===== config.mk =====
export PLATFORM = sky130hd
export DESIGN_NAME = rename_table
export DESIGN_NICKNAME = d
export VERILOG_FILES = /design/src/rtl/rename_table.sv
export SDC_FILE = /design/constraint.sdc
export NUM_CORES = 2
export LEC_CHECK = 0
export CORE_MARGIN = 2
export CORE_UTILIZATION = 35
export CTS_CLUSTER_DIAMETER = 200
export DETAILED_ROUTE_END_ITERATION = 8
export DONT_BUFFER_PORTS = 1
export PLACE_DENSITY = 0.56
export SYNTH_ARGS = -nofsm -noshare
export SYNTH_HDL_FRONTEND = slang
export SYNTH_SLANG_ARGS = --single-unit

===== constraint.sdc =====
create_clock -name clock -period 6.8 [get_ports clock]
set_input_delay 0.34 -clock clock [delete_from_list [all_inputs] [get_ports clock]]
set_output_delay 0.34 -clock clock [all_outputs]
set_load 0.02 [all_outputs]

===== src/rtl/rename_table.sv =====
// Two-slot register rename table: arch->phys map, circular free list of
// physical tags and a single branch checkpoint restored on flush.
module rename_table #(
  parameter int ARCH_REGS = 32,
  parameter int PHYS_REGS = 64
) (
  input  logic                clock,
  input  logic                reset,
  input  logic [1:0][4:0]     q_rs_1,
  input  logic [1:0][4:0]     q_rs_2,
  input  logic [1:0][4:0]     q_rd,
  input  logic [1:0]          q_rename,
  input  logic [1:0]          q_jumps,
  input  logic                q_commit,
  output logic [1:0][5:0]     o_rs_1,
  output logic [1:0][5:0]     o_rs_2,
  output logic [1:0][5:0]     o_rn,
  input  logic [1:0]          ret_free,
  input  logic [1:0][5:0]     ret_reg,
  input  logic                branch_ok,
  input  logic                flush,
  output logic                spec_active,
  output logic [5:0]          free_count
);

  localparam int TW = 6;
  localparam int FL = PHYS_REGS - ARCH_REGS;
  localparam int FW = $clog2(FL);

  logic [TW-1:0] map_q  [ARCH_REGS];
  logic [TW-1:0] ckpt_q [ARCH_REGS];
  logic [TW-1:0] fl_q   [FL];
  logic [FW:0]   head_q, tail_q, ckpt_head_q;
  logic          spec_q;

  logic [TW-1:0] map_s0 [ARCH_REGS];
  logic [TW-1:0] map_s1 [ARCH_REGS];
  logic [TW-1:0] fl_d   [FL];
  logic [FW:0]   tail_d, head_s0, head_s1;
  logic [FW:0]   cnt, need1, idx1;
  logic [TW-1:0] rn0, rn1;
  logic          ok, pop0, pop1, push_err;

  assign cnt         = tail_q - head_q;
  assign free_count  = TW'(cnt);
  assign spec_active = spec_q;

  always_comb begin
    for (int i = 0; i < 2; i++) begin
      o_rs_1[i] = (q_rs_1[i] == '0) ? '0 : map_q[q_rs_1[i]];
      o_rs_2[i] = (q_rs_2[i] == '0) ? '0 : map_q[q_rs_2[i]];
    end
  end

  // Slot 1 takes the entry behind slot 0 only when slot 0 also renames.
  assign need1 = q_rename[0] ? (FW+1)'(2) : (FW+1)'(1);
  assign idx1  = head_q + {{FW{1'b0}}, q_rename[0]};
  assign rn0   = (q_rename[0] && cnt != '0) ? fl_q[head_q[FW-1:0]] : '0;
  assign rn1   = (q_rename[1] && cnt >= need1) ? fl_q[idx1[FW-1:0]] : '0;
  assign o_rn[0] = rn0;
  assign o_rn[1] = rn1;

  assign ok = q_commit && !flush
              && !(q_rename[0] && rn0 == '0)
              && !(q_rename[1] && rn1 == '0);
  assign pop0 = ok && q_rename[0];
  assign pop1 = ok && q_rename[1];
  assign head_s0 = head_q + {{FW{1'b0}}, pop0};
  assign head_s1 = head_s0 + {{FW{1'b0}}, pop1};

  always_comb begin
    map_s0 = map_q;
    if (pop0 && q_rd[0] != '0) map_s0[q_rd[0]] = rn0;
    map_s1 = map_s0;
    if (pop1 && q_rd[1] != '0) map_s1[q_rd[1]] = rn1;
  end

  always_comb begin
    fl_d     = fl_q;
    tail_d   = tail_q;
    push_err = 1'b0;
    for (int i = 0; i < 2; i++) begin
      if (ret_free[i] && ret_reg[i] != '0) begin
        if (tail_d - head_q == (FW+1)'(FL)) begin
          push_err = 1'b1;
        end else begin
          fl_d[tail_d[FW-1:0]] = ret_reg[i];
          tail_d = tail_d + 1'b1;
        end
      end
    end
  end

  always_ff @(posedge clock) begin
    if (reset) begin
      for (int i = 0; i < ARCH_REGS; i++) begin
        map_q[i]  <= TW'(i);
        ckpt_q[i] <= TW'(i);
      end
      for (int i = 0; i < FL; i++) fl_q[i] <= TW'(ARCH_REGS + i);
      head_q      <= '0;
      tail_q      <= (FW+1)'(FL);
      ckpt_head_q <= '0;
      spec_q      <= 1'b0;
    end else begin
      fl_q   <= fl_d;
      tail_q <= tail_d;
      if (flush && spec_q) begin
        map_q  <= ckpt_q;
        head_q <= ckpt_head_q;
        spec_q <= 1'b0;
      end else begin
        map_q  <= map_s1;
        head_q <= head_s1;
        if (ok && !spec_q && q_jumps[0]) begin
          ckpt_q      <= map_s0;
          ckpt_head_q <= head_s0;
          spec_q      <= 1'b1;
        end else if (ok && !spec_q && q_jumps[1]) begin
          ckpt_q      <= map_s1;
          ckpt_head_q <= head_s1;
          spec_q      <= 1'b1;
        end else if (branch_ok) begin
          spec_q <= 1'b0;
        end
      end
    end
  end

  a_push_full: assert property (@(posedge clock) disable iff (reset) !push_err);

endmodule

; ---- Word-level counts from Yosys, hierarchy flattened
; Index checks and enable logic that the tools add are counted.
[totals]
ff_bits = 595
in_bits = 53
out_inout_bits = 43
word_cells = 231
[classes]
n_bitwise = 11
addsub = 7
n_eq_ne = 2
mux = 56
order_cmp = 15
n_reduce_logical = 40
[op_table]
columns = op, n
row1 = 2-to-1 mux 192 bit, 9
row2 = bitwise mux 192 bit, 4
row3 = binary-select mux 6 bit (select 5 bit), 6
row4 = 2-to-1 mux 6 bit, 29
row5 = demux 6 bit (select 5 bit), 4
row6 = greater-or-equal comparator 6 bit (second input constant), 10
row7 = inverter 5 -> 6 bit, 10
row8 = < comparator 6 x 1 -> 1 bit (second input constant), 4
row9 = logical AND 1 bit, 21
row10 = logical NOT 5 bit, 4
row11 = nonzero test 6 bit, 3
row12 = adder 6 x 1 -> 6 bit, 2
row13 = adder 6 x 1 -> 6 bit (second input constant), 2
row14 = == test 6 bit (second input constant), 2
row15 = logical NOT 6 bit, 2
row16 = subtractor 6 bit, 2
row17 = nonzero test 5 bit, 2
row18 = greater-or-equal comparator 6 x 2 -> 1 bit, 1
row19 = adder 5 x 1 -> 5 bit, 1
row20 = logical NOT 1 bit, 4
row21 = 2-to-1 mux 1 bit, 3
row22 = nonzero test 3 bit, 1
row23 = 2-to-1 mux 2 bit, 1
row24 = AND reduction 2 bit, 1
row25 = other kinds (3), 3

; ---- Logic depth before layout (Yosys ltp)
[depth]
ltp_word = 17
ltp_mapped = 26
depth_no_buf = 22

; ---- Worst setup path before layout
; Ideal clock, no wire load.
[synth_path]
path_kind = register to register
startpoint = register head_q[2]
endpoint = register fl_q[135] in the netlist's numbering
period_less_slack_ns = 5.794
required_time_ns = 6.671
arrival_ns = 5.664
stages_incl_launch_ff = 26
path_slack_ns = 1.006
setup_ns = 0.129
cell_sequence = dfxtp_1 > buf_6 > buf_6 > buf_2 > inv_1 > ha_1 > o21ai_0 > a21oi_1 > a31o_2 > nor2_1 > inv_1 > a21boi_0 > o21ai_0 > ha_1 > nor2b_1 > o21a_1 > o21a_1 > o21ai_0 > a21o_1 > a211oi_1 > nor3b_1 > buf_2 > buf_1 > nand4_1 > mux2_2 > nand2_1
[synth_via]
elab_chain_cells = 12
elab_cells_between_ends = 17
classes_between = 2 x add/sub / 2 x order compare / 2 x eq/ne / 9 x mux / 1 x bitwise / 1 x reduce/logical
[synth_lines]
columns = element, line_no
row1 = "start, declared", 33  ; logic [FW:0] head_q, tail_q, ckpt_head_q;
row2 = "start signal, assigned", 110  ; head_q <= ckpt_head_q;
row3 = "start signal, assigned", 114  ; head_q <= head_s1;
row4 = subtractor 6 bit (*), -
row5 = net free_count[5], 23  ; output logic [5:0] free_count
row6 = == test 6 bit (*), 84  ; if (tail_d - head_q == (FW+1)'(FL)) begin
row7 = 2-to-1 mux 6 bit, 84
row8 = 2-to-1 mux 6 bit, 83  ; if (ret_free[i] && ret_reg[i] != '0) begin
row9 = inverter 5 -> 6 bit (implied by the code), 87  ; fl_d[tail_d[FW-1:0]] = ret_reg[i];
row10 = greater-or-equal comparator 6 bit (implied by the code) / < comparator 6 x 1 -> 1 bit (equally long branches), 87
row11 = logical AND 1 bit (implied by the code), 87
row12 = 2-to-1 mux 6 bit (implied by the code), 87
row13 = demux 6 bit (select 5 bit), 87
row14 = bitwise mux 192 bit, 87
row15 = 2-to-1 mux 192 bit, 84
row16 = 2-to-1 mux 192 bit (*), 83
row17 = "end signal, assigned", 106  ; fl_q <= fl_d;
row18 = "end, declared", 32  ; logic [TW-1:0] fl_q [FL];
; Mark *: on every way through the listed nets, which the timed path passes. The rest lies on a longest branch.
; A chain may end at the register's enable or synchronous reset.

; ---- Final worst setup path
[layout_path]
startpoint = register head_q[2]
endpoint = register fl_q[138] in the netlist's numbering
[layout_via]
elab_chain_cells = 12
elab_cells_between_ends = 17
classes_between = 2 x add/sub / 2 x order compare / 2 x eq/ne / 9 x mux / 1 x bitwise / 1 x reduce/logical
[layout_lines]
columns = element, line_no
row1 = subtractor 6 bit, 84
row2 = == test 6 bit, 84
row3 = 2-to-1 mux 6 bit, 84
row4 = 2-to-1 mux 6 bit, 83
row5 = inverter 5 -> 6 bit (implied by the code), 87
row6 = greater-or-equal comparator 6 bit (implied by the code) / < comparator 6 x 1 -> 1 bit (equally long branches), 87
row7 = logical AND 1 bit (implied by the code), 87
row8 = 2-to-1 mux 6 bit (implied by the code), 87
row9 = demux 6 bit (select 5 bit), 87
row10 = bitwise mux 192 bit, 87
row11 = 2-to-1 mux 192 bit, 84
row12 = 2-to-1 mux 192 bit (*), 83
; Mark *: on every way between the ends. The rest lies on a longest branch, timed or not.

==> metrics <==
Clock Skew 0.0455 ns; status completed; ys flop type dfxtp_1; setup TNS 0 ns; placed insts 5300; CP endpoint kind register; via count 36.3k; largest family of logic cells by synthesized area multiplexers; xor/xnor share of the synthesized area 0.538%; via/cell ratio 6.64; worst skew pair latency 0.67 ns; count of unique library cells instantiated by Yosys 94; f_max 157 MHz; PortBufs 0; post-synthesis compound-gate area fraction 16.2%; DP Wirelength 109000 um; critical path class reg -> reg; Req. time, crit path 7.30 ns; Clk pwr share 34.2%; chip width 343 um; # rows 124; initial antenna violation count 3; Worst Path Arrival 6.86 ns; clk buf depth 3; sequential share of power 31.9%; Cells after Synth 4122; sequential element share of the synthesized area 29.6%; fin util 38.7%; Die Span Y 343 um; starting density of the core 35.2%; PwrDens 279 nW/um^2; # IOs 96; synth warn 0; Tcrit/Tclk final 93.5%; count of flip-flops with a built-in enable after synthesis 0; fraction of synthesized area in multiplexers 34.8%; sw frac 39.6%; total clock sinks 595; Tmin final 6.36 ns; CP max FO 41; FF+latch count, synth 595; Switching Power 4.88 mW; Hold WC Path Type in -> reg; P&R area growth vs syn 9.90%; ys async rst share 0%; Logic pwr share 33.9%; Startpoint Class register; first-pass GRT wire length 249000 um; worst slew pin tran 1.38 ns; DRT Wirelength 173000 um; H-tree levels 3; top-area cell type share of the netlist area 29.6%; core area 114000 um^2; DRC viols 0; largest net degree at the start of global routing 250; CP peak stage delay 0.58 ns; VDD IR-drop max 0.246 mV; unrepaired setup endpoints after global routing no; CTS tree done; nets 3973; violation count after the first detailed-route iteration 4750; Finished Layout Cells 5464; DIE AREA 118000 um^2; ratio of cells with drive above 1 in the final layout 23.5%; clk root buf clkbuf_16; vias in the first global route 34.6k; Post-DRT Antenna Nets 0; DRT Pass-1 Iters 6; critical path, cell by cell inv_1 -> ha_1 -> o21ai_0 -> a21oi_1 -> a31o_2 -> nor2_1 -> o211a_1 -> buf_4 -> nand2_1 -> nand2_1 -> ha_1 -> or2_2 -> a2111oi_0 -> a21oi_1 -> nand4b_1 -> nand4b_1 -> nor3b_2 -> buf_4 -> nand4_1 -> mux2i_1 -> dlygate4sd3_1 -> nor2_1; cell accounting for the most synthesized area dfxtp_1; CTS Buf Count 75; Post-CTS Setup Inserts 0; Leak 15.9 nW; slowest stage cell, crit path dlygate4sd3_1; hold slack 0.00855 ns; largest cells by area after synthesis dfxtp_1, mux4_2, mux2i_1; Synth Area in Simple Gates 13.3%; Power Total 12.3 mW; Internal 7.45 mW; Final Hold Fails 0; final setup violating endpoints 0; Post-Syn Area 40200 um^2; WL/cell 31.7 um; global route overflow 0; Synthesized Nets 4202; Slew Viols, Final 0; Avg Synthesized Cell Area 9.76 um^2; GP Congestion 0.982; Max-Cap Viols 0; Synth Area in Adders 0.858%; gr usage total 28.6%; Worst-path clk slew 0.06 ns; worst relative slew slack 7.73%
==> worst max-delay path, delay by kind of cell, from the launching register on <==
kind | cells | cell delay, ns
buffers and inverters | 4 | 1.25
adders and majority gates | 2 | 0.71
DFF | 1 | 0.33
AOI/OAI and AO/OA | 6 | 1.31
and+or+nand+nor | 9 | 2.34
muxes | 1 | 0.24
==> per-stage QoR <==
stage / instance area, um^2 / setup slack [ns]
6_report: 44200 / 0.444
5_1_grt: 44200 / 0.167
4_1_cts: 44200 / 0.283
3_5_place_dp: 41300 / 0.795
3_3_place_gp: 41300 / 0.867
2_1_floorplan: 40200 / 1.01
==> sequential cells by signal, indices dropped and copies added, names as in the netlist <==
signal / cells
ckpt_q: 192
fl_q: 192
map_q: 192
ckpt_head_q: 6
head_q: 6
tail_q: 6
spec_active: 1
==> cell type report <==
cell class	instances	area (um^2)
clock inverter	27	353
inverter	38	150
multi-input combinational	3073	26700
tap	1512	1890
fill	11300	70000
clock buffer	108	2200
timing repair buffer	110	1030
antenna	1	2.50
sequential	595	11900
==> synth_stat cells (17+ instances only) <==
cell and n:
a21oi_1 165, mux2_2 285, and3_1 29, and2_1 39
o31ai_1 85, nand4_1 31, or3_1 17, a22oi_1 76
nor3_1 36, a2bb2oi_1 26, nand2_1 345, a211o_1 39
buf_1 38, mux2i_1 378, o21ai_0 210, buf_2 30
nor2_1 344, nand3_1 120, a211oi_1 36, mux4_2 310
nor2b_1 24, dfxtp_1 595, inv_1 32, o21ai_1 21
a31o_2 19, o21a_1 17, a21o_1 20, a221oi_1 38
o32ai_1 52, a221o_1 21, clkbuf_1 324, ha_1 26
a311oi_1 22, o211ai_1 20
==> repair_timing <==
action | in CTS | in global routing
setup endpoints to repair | 0 | 7
gates resized for setup | 0 | 5
hold endpoints to repair | 274 | 0
hold buffers | 28 | 0
==> path summary, 6_finish.rpt <==
path / from / endpoint / slack [ns] / cells past startpoint
worst min-delay path: ret_reg[2] / fl_q[86]$_SDFF_PP0_ / 0.009 / 3
worst max register to register: head_q[2]$_SDFF_PP0_ / fl_q[138]$_SDFF_PP0_ / 0.44 / 22
worst max-delay path: head_q[2]$_SDFF_PP0_ / fl_q[138]$_SDFF_PP0_ / 0.44 / 22
worst min register to register: ckpt_q[119]$_SDFFE_PP0P_ / map_q[119]$_SDFF_PP0_ / 0.44 / 2
==> layout by cell type (no fill, tap or decap), drive strengths merged, types with 20 or more instances in the layout <==
master       count
inv             37
nand3          120
buf             90
a221oi          38
clkinv          21
o211ai          20
clkbuf         108
nand4           31
a211oi          37
nand2          346
nor2b           24
a311oi          22
nor3            50
mux2i          378
o32ai           52
dfxtp          595
nor2           346
o21ai          232
a21o            20
a22oi           76
mux2           287
a2bb2oi         26
a21oi          166
mux4           310
and3            30
o31ai           85
dlygate4sd3     20
and2            39
ha              26
a221o           21
a211o           39
==> power by group through the flow <==
stage          Sequential (mW)  Clock (mW)  Combinational [mW]
2_1_floorplan             3.89           0                2.58
3_3_place_gp              3.99           0                3.92
3_5_place_dp              3.99           0                3.93
4_1_cts                   3.92        4.25                4.03
5_1_grt                   3.95        4.39                4.29
6_report                  3.93        4.22                4.18
==> metal layers <==
metal  global-route usage, %  share of wire [%]  up-vias
li1                        -                  -    15300
met1                    36.5                 38    18000
met2                    44.3                 44     2441
met3                    6.88                 11      514
met4                    16.2                6.3        4
met5                       0              0.016        -
==> cells by family (layout without fill, tap and decap cells) <==
kind of cell | after synthesis | in the layout
compound gates | 948 | 948
xor+xnor | 23 | 23
fa+ha+maj | 27 | 27
buf+inv | 454 | 283
flops | 595 | 595
mux | 975 | 975
other cells | 0 | 1
simple gates | 1100 | 1100
No activity file was read; power rests on OpenSTA's default activity.
